## config.mk

```make
export PLATFORM = sky130hd
export DESIGN_NAME = wb_sram_arbiter
export DESIGN_NICKNAME = d
export VERILOG_FILES = /design/src/rtl/wb_sram_arbiter.sv
export SDC_FILE = /design/constraint.sdc
export NUM_CORES = 1
export LEC_CHECK = 0
export CAP_MARGIN = 25
export CORE_AREA = 3 3 40 42
export CTS_CLUSTER_SIZE = 30
export DETAILED_ROUTE_END_ITERATION = 10
export DIE_AREA = 0 0 43 45
export DONT_BUFFER_PORTS = 1
export PLACE_DENSITY_LB_ADDON = 0.12
export RECOVER_POWER = 50
export SYNTH_ARGS = -nofsm -noshare
export SYNTH_HDL_FRONTEND = slang
export SYNTH_SLANG_ARGS = --single-unit
```

## constraint.sdc

```tcl
create_clock -name clk_i -period 0.95 [get_ports clk_i]
set_input_delay 0.19 -clock clk_i [delete_from_list [all_inputs] [get_ports clk_i]]
set_output_delay 0.19 -clock clk_i [all_outputs]
set_load 0.05 [all_outputs]
```

## src/rtl/wb_sram_arbiter.sv

```systemverilog
// rtl/wb_sram_arbiter.sv - round-robin Wishbone arbiter sharing one SRAM slave between masters
// Optional stalled-beat timeout with ABORT state: define WB_ARB_TIMEOUT_EN.
module wb_sram_arbiter #(
    parameter int NUM_MASTERS    = 2,
    parameter int ADDR_WIDTH     = 2,
    parameter int TIMEOUT_CYCLES = 15
) (
    input  logic                              clk_i,
    input  logic                              rst_ni,
    input  logic [NUM_MASTERS-1:0]            m_cyc_i,
    input  logic [NUM_MASTERS-1:0]            m_stb_i,
    input  logic [NUM_MASTERS-1:0]            m_we_i,
    input  logic [NUM_MASTERS*ADDR_WIDTH-1:0] m_adr_i,
    input  logic [NUM_MASTERS*8-1:0]          m_dat_i,
    output logic [NUM_MASTERS-1:0]            m_ack_o,
    output logic [NUM_MASTERS-1:0]            m_err_o,
    output logic [NUM_MASTERS-1:0]            m_rty_o,
    output logic [NUM_MASTERS-1:0]            m_stall_o,
    output logic [7:0]                        m_dat_o,
    output logic                              s_cyc_o,
    output logic                              s_stb_o,
    output logic                              s_we_o,
    output logic [ADDR_WIDTH-1:0]             s_adr_o,
    output logic [7:0]                        s_dat_o,
    input  logic                              s_ack_i,
    input  logic                              s_err_i,
    input  logic                              s_rty_i,
    input  logic                              s_stall_i,
    input  logic [7:0]                        s_dat_i,
    output logic [NUM_MASTERS-1:0]            grant_o,
    output logic                              busy_o
);

    localparam int IW = (NUM_MASTERS > 1) ? $clog2(NUM_MASTERS) : 1;

`ifdef WB_ARB_TIMEOUT_EN
    typedef enum logic [1:0] {IDLE, BUSY, ABORT} state_t;
`else
    typedef enum logic [1:0] {IDLE, BUSY} state_t;
`endif

    state_t                 state, state_n;
    logic [NUM_MASTERS-1:0] grant, grant_n;
    logic [IW-1:0]          gidx, gidx_n;
    logic [IW-1:0]          rr_ptr, rr_n;
    logic [IW-1:0]          pick_idx;
    logic [IW-1:0]          gidx_inc;
    logic                   found;
    logic                   timeout_hit;

    // Scan cyc requests starting at rr_ptr, wrapping modulo NUM_MASTERS.
    always_comb begin
        int j;
        found    = 1'b0;
        pick_idx = '0;
        j        = 0;
        for (int i = 0; i < NUM_MASTERS; i++) begin
            j = int'(rr_ptr) + i;
            if (j >= NUM_MASTERS) j = j - NUM_MASTERS;
            if (!found && m_cyc_i[j]) begin
                found    = 1'b1;
                pick_idx = IW'(j);
            end
        end
    end

    assign gidx_inc = (int'(gidx) == NUM_MASTERS - 1) ? '0 : gidx + IW'(1);

`ifdef WB_ARB_TIMEOUT_EN
    logic [7:0] to_cnt;
    logic       stalled;

    // The beat that would make the count reach the limit is the one flagged.
    assign stalled     = (state == BUSY) && s_stb_o && !s_ack_i;
    assign timeout_hit = stalled && (to_cnt == 8'(TIMEOUT_CYCLES - 1));

    always_ff @(posedge clk_i or negedge rst_ni) begin
        if (!rst_ni)                          to_cnt <= 8'd0;
        else if (state != BUSY || s_ack_i)    to_cnt <= 8'd0;
        else if (stalled)                     to_cnt <= to_cnt + 8'd1;
    end
`else
    assign timeout_hit = 1'b0;
`endif

    always_ff @(posedge clk_i or negedge rst_ni) begin
        if (!rst_ni) begin
            state  <= IDLE;
            grant  <= '0;
            gidx   <= '0;
            rr_ptr <= '0;
        end else begin
            state  <= state_n;
            grant  <= grant_n;
            gidx   <= gidx_n;
            rr_ptr <= rr_n;
        end
    end

    always_comb begin
        state_n = state;
        grant_n = grant;
        gidx_n  = gidx;
        rr_n    = rr_ptr;
        case (state)
            IDLE: begin
                if (found) begin
                    state_n = BUSY;
                    grant_n = NUM_MASTERS'(1) << pick_idx;
                    gidx_n  = pick_idx;
                end
            end
            BUSY: begin
                if (!m_cyc_i[gidx]) begin
                    state_n = IDLE;
                    grant_n = '0;
                    rr_n    = gidx_inc;
                end
`ifdef WB_ARB_TIMEOUT_EN
                else if (timeout_hit) begin
                    state_n = ABORT;
                end
`endif
            end
`ifdef WB_ARB_TIMEOUT_EN
            ABORT: begin
                if (!m_cyc_i[gidx]) begin
                    state_n = IDLE;
                    grant_n = '0;
                    rr_n    = gidx_inc;
                end
            end
`endif
            default: begin
                state_n = IDLE;
                grant_n = '0;
            end
        endcase
    end

    // Only the granted master is connected; everyone else is held stalled.
    always_comb begin
        s_cyc_o   = 1'b0;
        s_stb_o   = 1'b0;
        s_we_o    = 1'b0;
        s_adr_o   = '0;
        s_dat_o   = 8'd0;
        m_ack_o   = '0;
        m_err_o   = '0;
        m_rty_o   = '0;
        m_stall_o = '1;
        if (state == BUSY) begin
            s_cyc_o         = m_cyc_i[gidx];
            s_stb_o         = m_stb_i[gidx];
            s_we_o          = m_we_i[gidx];
            s_adr_o         = m_adr_i[int'(gidx)*ADDR_WIDTH +: ADDR_WIDTH];
            s_dat_o         = m_dat_i[int'(gidx)*8 +: 8];
            m_ack_o[gidx]   = s_ack_i;
            m_err_o[gidx]   = s_err_i | timeout_hit;
            m_rty_o[gidx]   = s_rty_i;
            m_stall_o[gidx] = s_stall_i;
        end
    end

    assign m_dat_o = s_dat_i;
    assign grant_o = grant;
    assign busy_o  = (state != IDLE);

endmodule

```

==> out/results.ini, run 1 <==
[synth]
ys_seq_area_share_pct=23.09
synth_cells=71
synth_top_area_share_pct=24.02
postSynthAreaPerCell_um2=7.631
synth-main-ff-cell=dfrtp_1
syn_area_um2=541.8
ys_types=19
async_flop_share_pct=100.0
yosysTopAreaCell=mux2i_1
syn_nets=111
ys_seq_elements=5
synth_edf_count=0
synth_warnings=0
synth_area_leaders=mux2i_1 (24%), dfrtp_1 (23%), buf_4 (12%)

[clocking]
htreeDepth=1
cts_sinks=5
ctsRootBufferMaster=clkbuf_4
cts_buffers=3
cts_buffer_depth=2

[floorplan]
die_h_um=45
die_w_um=43
pin_count=72
start_util_pct=42.16
rows=13

[outcome]
stop_error=[ERROR DPL-0038] Utilization greater than 100%, impossible to legalize
status=aborted with a tool error
stop_stage=5_1_grt

[timing]
crit_endpoint=s_we_o
worst_endpoint_kind=output port

[global_route]
grt_max_degree=12

[placement]
place_ws_ns=-0.3746
portBuffers=0
gp_congestion=0.7406

-- cells in the mapped netlist, types with 2 or more instances --
cell type,n
nor2_1,16
mux2i_1,13
buf_4,9
dfrtp_1,5
nand2_1,4
and2_1,3
and3_1,3
o21ai_0,3
a21oi_1,2
buf_2,2
nand3_1,2
o211ai_1,2
-- what timing repair did --
action,CTS
pin swaps,5
setup buffers,3
resized for setup,33
hold buffers,1
cloned,1
setup endpoints to repair,28
endpoints found under the hold margin,5
-- metrics by stage --
stage               instances  cell area (um^2)
floorplan                  71             665.6
global placement          103              1005
detailed placement        103              1005
CTS                       112              1222
-- kinds of logic after synthesis --
family / after synthesis / synth area share (%)
AND/OR/NAND/NOR: 31 / 26.33
buffers and inverters: 14 / 17.78
multiplexers: 13 / 24.02
AO/OA/AOI/OAI: 8 / 8.775
flip-flops: 5 / 23.09
==> inputs of run 2 (changes only) <==
--- a/config.mk
+++ b/config.mk
@@ -6,12 +6,11 @@
 export NUM_CORES = 1
 export LEC_CHECK = 0
 export CAP_MARGIN = 25
-export CORE_AREA = 3 3 40 42
-export CTS_CLUSTER_SIZE = 30
+export CORE_AREA = 3 3 64 66
 export DETAILED_ROUTE_END_ITERATION = 10
-export DIE_AREA = 0 0 43 45
+export DIE_AREA = 0 0 67 69
 export DONT_BUFFER_PORTS = 1
-export PLACE_DENSITY_LB_ADDON = 0.12
+export PLACE_DENSITY_LB_ADDON = 0.15
 export RECOVER_POWER = 50
 export SYNTH_ARGS = -nofsm -noshare
 export SYNTH_HDL_FRONTEND = slang
==> constraint.sdc (replaced) <==
create_clock -name clk_i -period 1.23 [get_ports clk_i]
set_input_delay 0.246 -clock clk_i [delete_from_list [all_inputs] [get_ports clk_i]]
set_output_delay 0.246 -clock clk_i [all_outputs]
set_load 0.05 [all_outputs]
==> run 2 against run 1 <==
The flow now finishes, with violations (setup timing). Synthesized cell count did not move. Area after synthesis did not move.
==> out/results.ini, run 2 <==
[finish]
final_cell_area_um2=1155
largest_reg_flops=2
fillCellCount=372
final_util_pct=31.78
drive_gt1_share_pct=67.05
layout_common_cells=buf_12 (19), nor2_4 (10), mux2i_2 (8), nand2_1 (4), dfrtp_1 (4)
nets=129
fin_cells=136
regArea_um2=126.4
num_antenna_cells=0
final_common_cell=buf_12
multiInputGateArea_um2=478.0
areaGrowthSynthToFinish_pct=113.2

[clocking]
cts_tree=yes
cts_sinks=5  ; unchanged
clk-insertion-delay-late_ns=0.22
clk_pin_slew_ns=0.04
htreeDepth=1  ; unchanged
ctsRootBufferMaster=clkbuf_8
cts_buffer_depth=2  ; unchanged
cts_buffers=3  ; unchanged
post_cts_buffers=0  ; -3

[routing]
postRouteAntennaNets=0
vias_per_cell=4.044
vias=550
drtPass1Iterations=2
routed_wl_um=1838
drt_iter0_drc=11
route.detailed.wl_per_inst_um=13.51
drc_errors=0

[pwr]
combPwrFrac_pct=78.3
intPower_mw=1.479
power_frac_clock_pct=10.6
ir_drop_mv=0.4759
p_leak_nw=0.4475
p_sw_share_pct=48.88
p_seq_share_pct=11.2
switchingPower_mw=1.414
power_density_nw_per_um2=2505

[global_route]
first_global_vias=583
grt_use_total_pct=7.901
grt-ovfl-total=0
grt_max_degree=22
grt_antenna_before_repair=0
grt_pass1_wl_um=2801

[synth]
synth-main-ff-cell=dfrtp_1
synth.most_common_cell=nor2_1
synth-xor-area-share_pct=0  ; unchanged
synth_common_cells=nor2_1 (16), mux2i_1 (13), buf_4 (9), dfrtp_1 (5), nand2_1 (4)
synth_cells=71  ; unchanged
postSynthAreaPerCell_um2=7.631  ; unchanged
yosysTopAreaCell=mux2i_1
synth_compound_area_share_pct=8.776  ; unchanged
async_flop_share_pct=100.0  ; unchanged
synth_warnings=0  ; unchanged
synth-adder-area-share_pct=0  ; unchanged
ys_types=19  ; unchanged
synth_area_leaders=mux2i_1 (24%), dfrtp_1 (23%), buf_4 (12%)
synth_edf_count=0  ; unchanged
syn_area_um2=541.8  ; unchanged
syn_nets=111  ; unchanged
synth_top_area_share_pct=24.02  ; unchanged
synthSimpleGateAreaFrac_pct=26.33  ; unchanged
synth_top_family_by_area=simple AND/OR/NAND/NOR gates
ys_seq_elements=5  ; unchanged
muxShareOfSynthArea_pct=24.02  ; unchanged
ys_seq_area_share_pct=23.09  ; unchanged

[worst_setup_path]
path_max_fanout=21
path_delay_family=flip-flops
critPathKind=reg2out
cp_cell_sequence=buf_12, mux2i_2, nor2_4, buf_12
worstReg2RegStart=gidx$_DFFE_PN0P_
crit_path_start=gidx$_DFFE_PN0P_
end_kind=output pin
startpoint_type=flop
slowest_stage=dfrtp_1
cp.required_ns=0.98
path_buf_inv=2
worst_path_largest_cell_delay_ns=0.36
critPathMostFrequentCell=buf_12
arrival_ns=1.30

[hold_path]
hold_start=m_cyc_i[1]
hold_path_class=in2reg

[timing]
setup_viol=21
tightest_slew_ns=0.5069
period_share_pct=125.6
period_minus_slack_ns=1.545
max_freq_ghz=0.6473
finalClockSkew_ns=0.0004279
finalMaxSlewViolations=0
rsz0062_at_grt=yes
hold_viol=0
slew_headroom_pct=66.21
tns_ns=-5.400
fin_ws_ns=-0.3148

[floorplan]
die_h_um=69  ; +53%
die_w_um=67  ; +56%
dieArea_um2=4623
core_um2=3633
start_util_pct=14.91  ; -27 points
rows=22  ; +9
pin_count=72  ; unchanged

[outcome]
violations=setup timing
status=finished, violations left

[placement]
placed_cell_area_um2=1030  ; +2.5%
portBuffers=0  ; unchanged
gp_congestion=0.6214  ; -16%
dp_hpwl_um=1503
placed_cells=131  ; +27%

[run]
maxCapViolCount=0

==> run 2: worst register-to-register path, delay by kind of cell (launching register included) <==
kind                   cells  cell delay [ns]
multiplexers               1             0.29
flip-flops                 1             0.36
AO/OA/AOI/OAI              1             0.10
buffers and inverters      2             0.34
==> run 2: stage by stage <==
step	hold WS, ns	setup slack [ns]	total power [mW]
after floorplan	-0.04959	-0.1157	1.718
after global placement	-0.04937	-0.1142	2.451
after detailed placement	-0.04940	-0.1184	2.461
after CTS	0.1760	-0.3235	2.919
after global routing	0.1809	-0.3646	3.017
final	0.1751	-0.3148	2.892
==> run 2: routing by layer <==
layer	up-vias	wire length [um]	GRT usage, %
met5	-	0	0
met4	0	4	4.054
met3	2	281	2.932
met2	42	977	14.63
met1	242	575	7.136
li1	264	-	-
==> run 2: kinds of logic (layout without fill, tap and decap cells) <==
| group | count (synthesis) | in the layout |
|---|---|---|
| and+or+nand+nor | 31 | 31 |
| buffers and inverters | 14 | 31 |
| DFF | 5 | 5 |
| muxes | 13 | 13 |
| AOI/OAI and AO/OA | 8 | 8 |
==> run 2: repair_timing <==
action	4_1_cts	5_1_grt
setup endpoints to repair	24	23
pin swaps	3	3
hold endpoints to repair	5	0
gates resized for setup	17	1
hold buffers	1	0
==> run 2: power groups by stage <==
stage,logic (mW),registers [mW],clock network [mW]
after floorplan,1.33,0.389,0
after global placement,2.13,0.325,0
after detailed placement,2.13,0.329,0
after CTS,2.28,0.326,0.310
after global routing,2.36,0.333,0.321
final,2.26,0.323,0.305
==> run 2: final timing paths <==
kind	to	slack (ns)	depth (start not counted)
worst min-delay path	state[0]$_DFFE_PN0P_	0.18	2
min in group asynchronous	rr_ptr$_DFFE_PN0P_	0.33	1
worst max register to register	grant_o[0]$_DFFE_PN0P_	0.01	4
max in group asynchronous	state[0]$_DFFE_PN0P_	0.68	1
worst max-delay path	s_dat_o[1]	-0.31	4
worst min register to register	grant_o[1]$_DFFE_PN0P_	0.56	2
==> run 2: layout make-up <==
type / instances / area share (%)
Multi-Input combinational cell: 52 / 41.39
Timing Repair Buffer: 25 / 37.70
Sequential cell: 5 / 10.94
Tap cell: 48 / 5.200
Clock buffer: 4 / 3.900
Inverter: 2 / 0.8667
(Power assumes the default switching activity.)
